**config.mk**
```make
export PLATFORM = sky130hd
export DESIGN_NAME = mod_n_updown_counter
export DESIGN_NICKNAME = d
export VERILOG_FILES = /design/src/rtl/mod_n_updown_counter.sv
export SDC_FILE = /design/constraint.sdc
export NUM_CORES = 1
export LEC_CHECK = 0
export CORE_MARGIN = 10
export CORE_UTILIZATION = 53
export CTS_BUF_LIST = sky130_fd_sc_hd__clkbuf_4
export DETAILED_ROUTE_END_ITERATION = 8
export PLACE_DENSITY = 0.86
export SYNTH_ARGS = -nofsm -noshare
export SYNTH_HDL_FRONTEND = slang
export SYNTH_SLANG_ARGS = --single-unit
```
**constraint.sdc**
```tcl
create_clock -name clk -period 3.6 [get_ports clk]
set_input_delay 0.9 -clock clk [delete_from_list [all_inputs] [get_ports clk]]
set_output_delay 0.9 -clock clk [all_outputs]
set_load 0.005 [all_outputs]
```
**src/rtl/mod_n_updown_counter.sv**
```systemverilog
// Runtime-modulus up/down counter with load, enable and a registered terminal-count pulse.
// Define MODN_WRAP_CNT_EN to add the WRAP_W-bit wrap-event counter and its wrap_cnt port.
module mod_n_updown_counter #(
  parameter int WIDTH = 4
`ifdef MODN_WRAP_CNT_EN
  , parameter int WRAP_W = 8
`endif
) (
  input  logic             clk,
  input  logic             reset,
  input  logic             en,
  input  logic             up_dn,
  input  logic             load,
  input  logic [WIDTH-1:0] load_val,
  input  logic [WIDTH-1:0] mod_n,
  output logic [WIDTH-1:0] count,
  output logic             tc
`ifdef MODN_WRAP_CNT_EN
  , output logic [WRAP_W-1:0] wrap_cnt
`endif
);

  localparam int XW = WIDTH + 1;

  logic [WIDTH-1:0] r_count;
  logic             r_tc;
  logic [XW-1:0]    w_mod;
  logic [XW-1:0]    w_mod_max;
  logic [XW-1:0]    w_cnt_x;
  logic [XW-1:0]    w_ld_x;
  logic [WIDTH:0]   w_step;
  logic [WIDTH-1:0] w_cnt_nxt;
  logic             w_wrap;

  // Loaded values outside 0..M-1 are pinned to the top of the range.
  function automatic logic [WIDTH-1:0] clamp_load(input logic [XW-1:0] val,
                                                  input logic [XW-1:0] m,
                                                  input logic [XW-1:0] m_max);
    if (val >= m) return WIDTH'(m_max);
    return WIDTH'(val);
  endfunction

  // Returns {wrap, next_count}; a count stranded above a lowered modulus wraps to 0.
  function automatic logic [WIDTH:0] step_up(input logic [XW-1:0] cnt,
                                             input logic [XW-1:0] m_max);
    if (cnt >= m_max) return {1'b1, WIDTH'(0)};
    return {1'b0, WIDTH'(cnt + XW'(1))};
  endfunction

  // Returns {wrap, next_count}; a stranded count re-enters at M-1 without a wrap.
  function automatic logic [WIDTH:0] step_dn(input logic [XW-1:0] cnt,
                                             input logic [XW-1:0] m,
                                             input logic [XW-1:0] m_max);
    if (cnt >= m)       return {1'b0, WIDTH'(m_max)};
    if (cnt == XW'(0))  return {1'b1, WIDTH'(m_max)};
    return {1'b0, WIDTH'(cnt - XW'(1))};
  endfunction

  // mod_n == 0 selects the full 2^WIDTH range; kept one bit wider so M-1 cannot overflow.
  assign w_mod     = (mod_n == '0) ? (XW'(1) << WIDTH) : {1'b0, mod_n};
  assign w_mod_max = w_mod - XW'(1);
  assign w_cnt_x   = {1'b0, r_count};
  assign w_ld_x    = {1'b0, load_val};

  always_comb begin
    w_step    = '0;
    w_wrap    = 1'b0;
    w_cnt_nxt = r_count;
    if (load) begin
      w_cnt_nxt = clamp_load(w_ld_x, w_mod, w_mod_max);
    end else if (en) begin
      w_step    = up_dn ? step_up(w_cnt_x, w_mod_max) : step_dn(w_cnt_x, w_mod, w_mod_max);
      w_wrap    = w_step[WIDTH];
      w_cnt_nxt = w_step[WIDTH-1:0];
    end
  end

  always_ff @(posedge clk) begin
    if (reset) begin
      r_count <= '0;
      r_tc    <= 1'b0;
    end else begin
      r_count <= w_cnt_nxt;
      r_tc    <= w_wrap;
    end
  end

  assign count = r_count;
  assign tc    = r_tc;

`ifdef MODN_WRAP_CNT_EN
  logic [WRAP_W-1:0] r_wrap_cnt;

  always_ff @(posedge clk) begin
    if (reset) begin
      r_wrap_cnt <= '0;
    end else if (w_wrap) begin
      r_wrap_cnt <= r_wrap_cnt + WRAP_W'(1);
    end
  end

  assign wrap_cnt = r_wrap_cnt;
`endif

endmodule
```
### Word level (Yosys, flattened, before mapping)

Index checks and enable logic that the tools add are counted.

| word-level totals | value |
|---|---|
| input bits | 13 |
| output and inout bits | 5 |
| word-level logic and storage cells | 37 |
| flip-flop bits (word level) | 5 |

| cells by class | value |
|---|---|
| $add $sub $neg | 3 |
| bitwise logic cells | 1 |
| reduce and logical (&&, ||, !) cells | 4 |
| magnitude comparators | 3 |
| muxes and demuxes | 24 |

Operator list:

| kind | number |
|---|---|
| $mux 5 | 8 |
| $mux 4 | 4 |
| $ge 4x5->1 | 3 |
| $mux 1 | 12 |
| $logic_not 5->1 | 1 |
| $sub 5x1->5 const B | 1 |
| $add 4x1->4 const B | 1 |
| $logic_not 4->1 | 1 |
| $sub 4x1->4 const B | 1 |
| $reduce_or 3->1 | 1 |
| $reduce_bool 2->1 | 1 |
| $not 1->1 | 1 |

### Depth between registers and ports, before layout

Gate-level depths: netlist of the first run.

| logic depth | value |
|---|---|
| word-level depth | 14 |
| gate-level depth with buffers | 12 |
| depth with buffers taken out | 11 |

### Worst setup path after synthesis of the first run

OpenSTA, ideal clock, no wires.

| timing path | value |
|---|---|
| path type | input -> register |
| start point | input port mod_n[1] |
| end point | register r_count[2], in the netlist count[2] |
| buffers on the path | 1 |
| arrival | 2.933 ns |
| cell stages on the path | 12 |
| library setup time | 0.103 ns |
| path slack | 0.564 ns |
| data required time | 3.497 ns |
| cell sequence | inv_1 -> ha_1 -> or3b_1 -> buf_6 -> nand2_1 -> inv_1 -> ha_1 -> nor2b_1 -> o21ai_0 -> a31oi_4 -> mux2i_1 -> a2111oi_2 |

| on the way | value |
|---|---|
| cells in the longest elaborated chain, start to end | 11 |
| elaborated cells between the ends (all ways) | 24 |
| those cells by class | 1 x add/sub; 3 x order compare; 19 x mux; 1 x reduce/logical |

Ends and longest elaborated chain:

| item | RTL line | RTL |
|---|---|---|
| from (decl) | 15 | `input logic [WIDTH-1:0] mod_n,` |
| $logic_not 4->1 | 60 | `assign w_mod = (mod_n == '0) ? (XW'(1) << WIDTH) : {1'b0, mod_n};` |
| $mux 5 (*) | 60 |  |
| $sub 5x1->5 | 61 | `assign w_mod_max = w_mod - XW'(1);` |
| $ge 4x5->1 | 46 | `if (cnt >= m_max) return {1'b1, WIDTH'(0)};` |
| $mux 1 | 46 |  |
| $mux 1 | 71 | `end else if (en) begin` |
| $mux 1 | 69 | `if (load) begin` |
| $mux 5 | 47 | `return {1'b0, WIDTH'(cnt + XW'(1))};` |
| $mux 5 | 72 | `w_step = up_dn ? step_up(w_cnt_x, w_mod_max) : step_dn(w_cnt_x, w_mod, w_mod_max);` |
| $mux 4 | 71 |  |
| $mux 4 (*) | 69 |  |
| to (signal assigned) | 83 | `r_count <= w_cnt_nxt;` |
| to (decl) | 25 | `logic [WIDTH-1:0] r_count;` |

Mark *: on every way between the ends. The rest lies on a longest branch, timed or not. The select of a mux whose other input is x is not followed.
A chain may end at the register's enable or synchronous reset.

### Worst setup path after layout of the first run

Same ends and word-level chain as after synthesis.

==> results.txt, run 1 <==
The number of hold buffers added after CTS was 0. The worst setup path is captured at a flop. The post-route DRC violation count came out at 0.

The ratio of final minimum period to clock period is 92.75%. The via count of the first global-routing pass is 890. The post-CTS setup buffer count is 0. The post-synthesis share of cell area spent on and, or, nand and nor gates came out at 23.71%. The number of instances in the synthesized netlist came out at 114. The routing usage on met2 came out at 23.22%. The number of nets with antenna violations after detailed routing is 0. The maximum clock frequency came out at 299.5 MHz. The area added between synthesis and finish is 26.22%.

The die covers 3738 sq um. The largest individual stage delay along the critical path comes from the cell clkdlybuf4s50_1. The worst setup slack after layout came out at 261.1 ps.

The later-pin clock latency in the skew report is 250 ps. The synthesized netlist devotes 24.97% of its cell area to compound gates. The multiplexer area fraction after synthesis came out at 6.695%. The fraction of layout cells with a size suffix above 1 came out at 11.03%.

The post-CTS clock slew at the launch and capture registers of the worst setup and hold paths is 40 ps. The region available for standard cell placement spans 1559 sq um. The number of placement rows came out at 14. After detailed routing, the total wire length is 2.350 mm. The hold violation total from the final report came out at 0. The setup total negative slack is 0 ps.

The worst slack at placement came out at 24.35 ps. The routability-driven placement congestion ratio is 0.8734. Max-cap violations in this run came to 0. In this run the deepest clock path goes through 2 buffers. The first-pass GRT wire length is 3.905 mm. In this run the vertical extent of the chip is 61.14 um. The pin count of the biggest net entering global routing came out at 14.

The count of non-filler cells in the finished layout is 152. For this run, the leading register cell type out of synthesis is dfxtp_1. The overall routing resource usage came out at 13.45%. The met1 usage came out at 16.36%.

The distinct cell type count after synthesis is 37. The root buffer cell chosen for the clock tree is clkbuf_4. The sequential-to-total area share from yosys stat is 11.16%. At the pin with the least slew margin, the transition time is 453.0 ps.

The largest driver fanout on the critical path came out at 4. The total of flip-flops plus latches after synthesis came out at 5. The number of diodes came out at 0. TritonCTS created 3 clock buffers.

The flow ran to the end, and the final reports show no timing, DRC or antenna violations. By area, the combinational part of the netlist is dominated by compound AO/OA/AOI/OAI gates. In this run the tool buffered the top-level ports with 17 buffer cells. After synthesis, the largest area contributor takes up 22.32% of total cell area. The total number of vias came out at 899. The synthesized design contains 0 enable-type register cells. The number of nets produced by synthesis is 143. The number of clock sinks is 5. The parity-gate share of the synthesized area counting xor and xnor cells is 4.881%. Setup repair after global routing left no endpoint under its margin. The number of optimization iterations in the first detailed-route pass came out at 4. The die width is 61.14 um. Global routing used 3.909% of the available met3 tracks. Sorting the synthesized cells by area gives the leading types as ha_1 22%, dfxtp_1 11%, mux2i_1 6.7%, a2111oi_2 5.0%, a21oi_1 4.5%.

The number of resized instances in the post-cts repair step is 0. The critical path goes through clkdlybuf4s50_1 -> inv_1 -> ha_1 -> or3b_1 -> nand2_1 -> inv_1 -> ha_1 -> nor2b_1 -> o21ai_0 -> a31oi_4 -> mux2i_1 -> a2111oi_2. Once the floorplan was initialized, standard cells occupied 57.54% of the core.

The post-synthesis instance area is 897.1 sq um. The number of placed instances with taps included came out at 148. The type of the worst setup path is in -> reg.

The routing layer with the top usage in global route is met2. The count of pins over their slew limit came out at 0. The static leakage power came out at 0.5129 nW. STA classifies the critical path startpoint as an input pin. For this run the aggregate overflow at the end of global routing stands at 0. Of the total synthesized cell area, the portion taken by full adders, half adders and majority gates is 22.32%. Yosys printed 0 warnings. For this run, asynchronously set or reset flops after synthesis account for 0%. The layout net count is 166.

The data arrival time at the worst-slack endpoint came out at 3480 ps. Final hold analysis gives a worst-case slack of 757.2 ps. In the final routed layout, each cell accounts on average for 15.46 um.

In this run the worst hold path is classified as reg -> reg. The required time at the worst-slack endpoint came out at 3740 ps. TritonCTS built the clock tree. The number of antenna violations at the first check in global routing came out at 0. Clock skew on the completed layout was measured at 0.9210 ps. The relative max-transition margin came out at 69.71%. The biggest area consumer among synthesized cells is ha_1. The number of H-tree levels came out at 1. The largest single stage delay on the critical path is 460 ps. The number of primary I/O pins is 18.

The time the worst path needs with I/O delays and setup came out at 3339 ps. IR analysis of the VDD net gives a maximum drop of 0.2663 mV. The average cell area after synthesis came out at 7.869 sq um. The power density over the cells is 286.6 nW/um^2.

Setup violations remaining at the end of the flow were counted as 0. The routed via count divided by cell count is 5.914. In this run, the number of DRC markers left after iteration 0 of detailed routing was 21. The detailed-placement wirelength estimate came out at 2.021 mm.
==> through the flow <==
step | total power, mW | cell area [sq um] | util, %
after detailed placement | 0.2524 | 1102 | 70.71
after global placement | 0.2447 | 1102 | 70.71
after global routing | 0.3528 | 1132 | 72.63
after floorplan | 0.1915 | 897.1 | -
final | 0.3246 | 1132 | 72.63
after CTS | 0.3260 | 1132 | 72.63
==> area by class of cell <==
cell class                 instances  area (sq um)
fill                             125         426.7
clock buffer                       4         30.03
inverter                           9         33.78
timing repair buffer              22         207.7
tap                               16         20.02
multi-input combinational         96         740.7
sequential                         5         100.1
==> path summary, 6_finish.rpt <==
path                                from  endpoint  slack (ps)  depth (start not counted)
worst max register to register  count[0]  count[1]        1530                          7
worst min register to register  count[0]  count[0]         760                          4
worst min-delay path            count[0]  count[0]         760                          4
worst max-delay path            mod_n[1]  count[2]         260                         12
==> synth_stat cells, types with 2 or more instances <==
cell / instances
nand2_1: 8
mux2i_1: 6
nor3_1: 7
nor3b_1: 2
nor2_1: 9
xor2_1: 2
nand2b_1: 5
o21ai_0: 2
clkbuf_1: 3
a211oi_1: 3
a2111oi_2: 3
dfxtp_1: 5
a21oi_1: 8
xnor2_1: 3
nand3_1: 3
ha_1: 16
inv_1: 9
==> registers in the layout, indices dropped and copies added (netlist names) <==
register / flops
count: 4
tc: 1
==> per-layer routing <==
metal / up-vias / routed length [um]
met3: 0 / 104
met4: 0 / 0
met5: - / 0
met2: 22 / 1194
li1: 461 / -
met1: 416 / 1051
==> worst max-delay path, delay by kind of cell <==
| family | cells | cell delay, ps |
|---|---|---|
| AND/OR/NAND/NOR | 3 | 600 |
| adder cells (fa/ha/maj) | 2 | 460 |
| buffers and inverters | 3 | 630 |
| AO/OA/AOI/OAI | 3 | 750 |
| multiplexers | 1 | 150 |
==> logic make-up after synthesis <==
logic type | after synthesis
AOI/OAI and AO/OA | 28
buffers and inverters | 13
muxes | 6
and+or+nand+nor | 41
xor gates and xnor gates | 5
DFF | 5
adders and majority gates | 16
==> power by group <==
part | internal [mW] | total (mW) | switching [mW] | leakage (nW)
sequential | 0.0616 | 0.0747 | 0.0131 | 0.0415
clock | 0.0494 | 0.0723 | 0.0229 | 0.0184
combinational | 0.0891 | 0.178 | 0.0884 | 0.453
==> cells in the final DEF (no fill, tap or decap), drive strengths merged, types with 2 or more instances in the layout <==
master and n:
a2111oi 3, a211oi 3, a21oi 8, a31oi 2, buf 5, clkbuf 4
clkdlybuf4s50 17, dfxtp 5, ha 16, inv 9, mux2i 6, nand2 8
nand2b 5, nand3 3, nor2 9, nor3 7, nor3b 2, o21ai 3
xnor2 3, xor2 2
No activity file was read; power rests on OpenSTA's default activity.
==> run 2, diff against run 1 <==
--- a/config.mk
+++ b/config.mk
@@ -13,3 +13,4 @@
 export SYNTH_ARGS = -nofsm -noshare
 export SYNTH_HDL_FRONTEND = slang
 export SYNTH_SLANG_ARGS = --single-unit
+export TNS_END_PERCENT = 5
==> results of run 2 <==
The final DEF is identical to that of run 1; final timing and power are the same.
